--- src/rtl/regfile_wport_sched.sv ---
// Write-port scheduler: two one-entry holding buffers share the register-file
// write port, issuing at most one write per cycle, oldest buffer first.
module regfile_wport_sched #(
   parameter int unsigned DW = 32,
   parameter int unsigned AW = 5,
   parameter int unsigned CW = 16
) (
   input  logic          CLK,
   input  logic          RST,
   input  logic          req0_valid,
   output logic          req0_ready,
   input  logic [AW-1:0] req0_sel,
   input  logic [DW-1:0] req0_data,
   input  logic          req1_valid,
   output logic          req1_ready,
   input  logic [AW-1:0] req1_sel,
   input  logic [DW-1:0] req1_data,
   input  logic          wblock,
   output logic          Wen,
   output logic [AW-1:0] Wsel,
   output logic [DW-1:0] Wdat,
   output logic [CW-1:0] wr_cnt
);

   logic          hv0_q, hv0_d, hv1_q, hv1_d;
   logic [AW-1:0] hsel0_q, hsel0_d, hsel1_q, hsel1_d;
   logic [DW-1:0] hdat0_q, hdat0_d, hdat1_q, hdat1_d;
   logic          old1_q, old1_d;
   logic          wen_q, wen_d;
   logic [AW-1:0] wsel_q, wsel_d;
   logic [DW-1:0] wdat_q, wdat_d;
   logic [CW-1:0] cnt_q, cnt_d;

   logic          grant0, grant1, acc0, acc1, keep0, keep1;
   logic [AW-1:0] gsel;
   logic [DW-1:0] gdat;

   always_comb begin
      grant0     = !wblock && hv0_q && (!hv1_q || !old1_q);
      grant1     = !wblock && hv1_q && (!hv0_q || old1_q);
      req0_ready = !RST && (!hv0_q || grant0);
      req1_ready = !RST && (!hv1_q || grant1);
      acc0       = req0_valid && req0_ready;
      acc1       = req1_valid && req1_ready;
      keep0      = hv0_q && !grant0;
      keep1      = hv1_q && !grant1;

      hv0_d   = acc0 || keep0;
      hv1_d   = acc1 || keep1;
      hsel0_d = acc0 ? req0_sel  : hsel0_q;
      hdat0_d = acc0 ? req0_data : hdat0_q;
      hsel1_d = acc1 ? req1_sel  : hsel1_q;
      hdat1_d = acc1 ? req1_data : hdat1_q;

      // A buffer that stays held is older than one loaded beside it; a tie goes to req0.
      old1_d = old1_q;
      if (acc0 && acc1)       old1_d = 1'b0;
      else if (acc0 && keep1) old1_d = 1'b1;
      else if (acc1 && keep0) old1_d = 1'b0;

      gsel   = grant1 ? hsel1_q : hsel0_q;
      gdat   = grant1 ? hdat1_q : hdat0_q;
      wen_d  = (grant0 || grant1) && (gsel != '0);
      wsel_d = (grant0 || grant1) ? gsel : wsel_q;
      wdat_d = (grant0 || grant1) ? gdat : wdat_q;

      cnt_d = cnt_q;
      if (wen_d && (cnt_q != '1)) cnt_d = cnt_q + CW'(1);
   end

   always_ff @(posedge CLK or posedge RST) begin
      if (RST) begin
         hv0_q   <= 1'b0;
         hv1_q   <= 1'b0;
         hsel0_q <= '0;
         hsel1_q <= '0;
         hdat0_q <= '0;
         hdat1_q <= '0;
         old1_q  <= 1'b0;
         wen_q   <= 1'b0;
         wsel_q  <= '0;
         wdat_q  <= '0;
         cnt_q   <= '0;
      end else begin
         hv0_q   <= hv0_d;
         hv1_q   <= hv1_d;
         hsel0_q <= hsel0_d;
         hsel1_q <= hsel1_d;
         hdat0_q <= hdat0_d;
         hdat1_q <= hdat1_d;
         old1_q  <= old1_d;
         wen_q   <= wen_d;
         wsel_q  <= wsel_d;
         wdat_q  <= wdat_d;
         cnt_q   <= cnt_d;
      end
   end

   assign Wen    = wen_q;
   assign Wsel   = wsel_q;
   assign Wdat   = wdat_q;
   assign wr_cnt = cnt_q;

endmodule

--- config.mk ---
export PLATFORM = sky130hd
export DESIGN_NAME = regfile_wport_sched
export DESIGN_NICKNAME = d
export VERILOG_FILES = /design/src/rtl/regfile_wport_sched.sv
export SDC_FILE = /design/constraint.sdc
export NUM_CORES = 1
export LEC_CHECK = 0
export ABC_AREA = 1
export BUFFER_PORTS_ARGS = -buffer_cell sky130_fd_sc_hd__buf_2
export CELL_PAD_IN_SITES_DETAIL_PLACEMENT = 1
export CELL_PAD_IN_SITES_GLOBAL_PLACEMENT = 2
export CORE_ASPECT_RATIO = 1.5
export CORE_MARGIN = 4
export CORE_UTILIZATION = 35
export DETAILED_ROUTE_END_ITERATION = 8
export HOLD_SLACK_MARGIN = 0.02
export PLACE_DENSITY = 0.9
export SYNTH_ARGS = -nofsm -noshare
export SYNTH_HDL_FRONTEND = slang
export SYNTH_SLANG_ARGS = --single-unit
--- constraint.sdc ---
create_clock -name CLK -period 6.4 [get_ports CLK]
set_input_delay 0.64 -clock CLK [delete_from_list [all_inputs] [get_ports CLK]]
set_output_delay 0.64 -clock CLK [all_outputs]
set_load 0.05 [all_outputs]
==> flow_summary.yaml <==
floorplan:
  initial_core_util: 0.360
  die_h_um: 164
  die_x_um: 112
  ios: 135
  fp-row-count: 56
  fp.coreArea_um2: 15800
  die-area_um2: 18400
synthesis:
  yosys.area_share.simple: 0.142
  syn_area_per_cell_um2: 10.0
  muxShareOfSynthArea: 0.0817
  ys_ff_latch: 131
  synthFlopType: "dfrtp_1"
  syn-num-nets: 648
  synthArstFlopShare: 1.00
  syn_area_um2: 5700
  synth_top_family_by_area: "simple AND/OR/NAND/NOR gates"
  synth_enable_flop_cells: 0
  synth_compound_area_frac: 0.117
  synth-adder-area-share: 0.00219
  syn_inst: 568
  synth-xor-area-share: 0.0123
  ys_types: 28
  ys_seq_area_frac: 0.575
  ys.warnings.count: 0
worst_setup_path:
  crit_type: "flip-flop to flip-flop"
  worstPathArrival_ns: 3.09
  cp_max_fo: 75
  cp.required_ns: 6.68
  endpoint_kind: "flip-flop"
  start_kind: "flip-flop"
placement:
  globalplace.congestion: 0.771
  hpwl_um: 10900
  io_buffers: 134
  dp_slack_ns: 3.47
status:
  outcome: "completed"
cts:
  h-tree-depth: 4
  path_clk_slew_ns: 0.06
  cts_buffer_depth: 2
  post_cts_buffers: 0
  cts_buffers: 17
  clock-sinks: 131
  cts_tree: "yes"
  cts_root_buffer: "clkbuf_16"
  insertion_delay_ns: 0.40
  cts_hold_buffers: 0
  cts_resized: 0
global_route:
  grt-ovfl-total: 0
  grt_max_degree: 76
  antenna_found_initial: 0
  grt_usage: 0.178
  grt_pass1_wl_um: 26400
  grt_pass1_vias: 5091
sta:
  setup_viol: 0
  final-hold-violation-count: 0
  finClkSkew_ns: 0.00842
  finalMaxSlewViolations: 0
  rsz0062_at_grt: "false"
  worstMarginPinSlew_ns: 1.16
  finalCriticalPeriod_ns: 2.81
  finalCritPeriodShare: 0.439
  slew_headroom: 0.226
  layout_setup_ws_ns: 3.59
  clock.fmax_mhz: 356
  setup-tns-final_ns: 0
final_layout:
  drive_above_1_share: 0.296
  utilization: 0.444
  fin_nets: 772
  syn_to_final_growth_pct: 23.3
  num_antenna_cells: 0
routing:
  avgRoutedWirePerCell_um: 17.5
  antenna_left: 0
  avgViaCountPerCell: 5.04
  via_count: 4569
  routed_wl_um: 15900
  drc: 0
  firstDrtPassIters: 4
  first_iter_violations: 221
job:
  drv_cap: 0
pwr:
  p_comb_frac: 0.406
  switching_share: 0.422
  switching_power_w: 0.00166
  seq_power_share: 0.360
  power.density_nw_per_um2: 561
  intPower_w: 0.00228
  p_leak_nw: 3.50
  ir_drop_v: 0.000267
  pwr-share-clk: 0.234
hold_path:
  hold_path_class: "input port to flip-flop"
==> area by class of cell <==
type | count | area, µm²
Inverter | 58 | 220
Clock buffer | 20 | 447
Timing Repair Buffer | 137 | 693
Multi-Input combinational cell | 347 | 2020
Fill cell | 1873 | 8810
Tap cell | 203 | 254
Clock inverter | 10 | 111
Sequential cell | 131 | 3280
==> cells in the mapped netlist (11+ instances only) <==
cell | count | share of area
nor2_1 | 27 | 0.018
inv_1 | 56 | 0.037
o22ai_1 | 32 | 0.035
nand4_1 | 19 | 0.021
nand3_1 | 11 | 0.0097
dfrtp_1 | 131 | 0.58
nand2_1 | 128 | 0.084
a31oi_1 | 32 | 0.035
clkbuf_1 | 12 | 0.0079
mux2_4 | 28 | 0.074
o21ai_0 | 35 | 0.031
buf_2 | 11 | 0.0097
==> cells by family after synthesis <==
logic type / Yosys count
XOR/XNOR: 8
AND/OR/NAND/NOR: 191
multiplexers: 32
buffers and inverters: 90
adder cells (fa/ha/maj): 1
flip-flops: 131
AO/OA/AOI/OAI: 115
==> worst max-delay path, stage by stage (launching register included) <==
cell     delay (ns)
dfrtp_1        0.48
inv_2          0.11
nor2_4         0.04
nand2_2        0.06
buf_4          0.63
nand2_1        0.14
o21ai_1        0.17
nor2_1         0.10
nand2_2        0.33
nand3_2        0.35
nand2_1        0.16
nand2_1        0.06
==> cells in the final DEF, fill, tap and decap left out, types with 3 or more instances in the layout <==
| cell | count |
|---|---|
| buf_2 | 134 |
| dfrtp_1 | 131 |
| nand2_1 | 127 |
| inv_1 | 55 |
| o21ai_0 | 35 |
| o22ai_1 | 32 |
| a31oi_1 | 32 |
| mux2_4 | 28 |
| nor2_1 | 27 |
| nand4_1 | 19 |
| clkbuf_16 | 17 |
| nand3_1 | 11 |
| a21oi_1 | 9 |
| o21ai_1 | 6 |
| xor2_1 | 5 |
| mux2_2 | 4 |
| clkinv_2 | 4 |
| nand2_2 | 3 |
| xnor2_1 | 3 |
| clkinvlp_4 | 3 |
| buf_4 | 3 |
==> state kept, by name, summed over array words and instances, names as in the netlist, 5 cells and up <==
signal   count
wr_cnt      16
Wdat        32
hsel1_q      5
hsel0_q      5
hdat0_q     32
hdat1_q     32
Wsel         5
==> layer usage <==
metal	share of wire	global-route usage	vias up
met4	0.012	0.0481	0
met3	0.045	0.0413	14
met2	0.53	0.313	117
met1	0.42	0.220	2289
met5	0	0	-
li1	-	-	2149
==> per-stage QoR <==
step	cells	area (µm²)	hold WS [ns]	power [W]
after floorplan	568	5700	0.442	0.00263
after global placement	876	6470	0.476	0.00296
after detailed placement	876	6470	0.473	0.00304
after CTS	906	7030	0.434	0.00399
after global routing	906	7030	0.440	0.00419
final	906	7030	0.443	0.00394
==> power groups by stage <==
stage | sequential, W | combinational, W | clock (W)
after detailed placement | 0.00143 | 0.00161 | 0
final | 0.00142 | 0.00160 | 0.000923
after floorplan | 0.00183 | 0.000799 | 0
after CTS | 0.00142 | 0.00162 | 0.000943
after global placement | 0.00141 | 0.00155 | 0
after global routing | 0.00147 | 0.00174 | 0.000979
==> final timing paths <==
| kind | startpoint | to | slack [ns] | cells past startpoint |
|---|---|---|---|---|
| max | hv1_q$_DFF_PP0_ | wr_cnt[5]$_DFFE_PP0P_ | 3.59 | 11 |
| min | req0_data[4] | hdat0_q[4]$_DFFE_PP0P_ | 0.44 | 3 |
| max reg2reg | hv1_q$_DFF_PP0_ | wr_cnt[5]$_DFFE_PP0P_ | 3.59 | 11 |
| min reg2reg | hsel0_q[4]$_DFFE_PP0P_ | hsel0_q[4]$_DFFE_PP0P_ | 0.48 | 2 |
| max in group asynchronous | RST | Wdat[29]$_DFFE_PP0P_ | 4.53 | 3 |
| min in group asynchronous | RST | hv1_q$_DFF_PP0_ | 0.45 | 2 |
(Power assumes the default switching activity.)
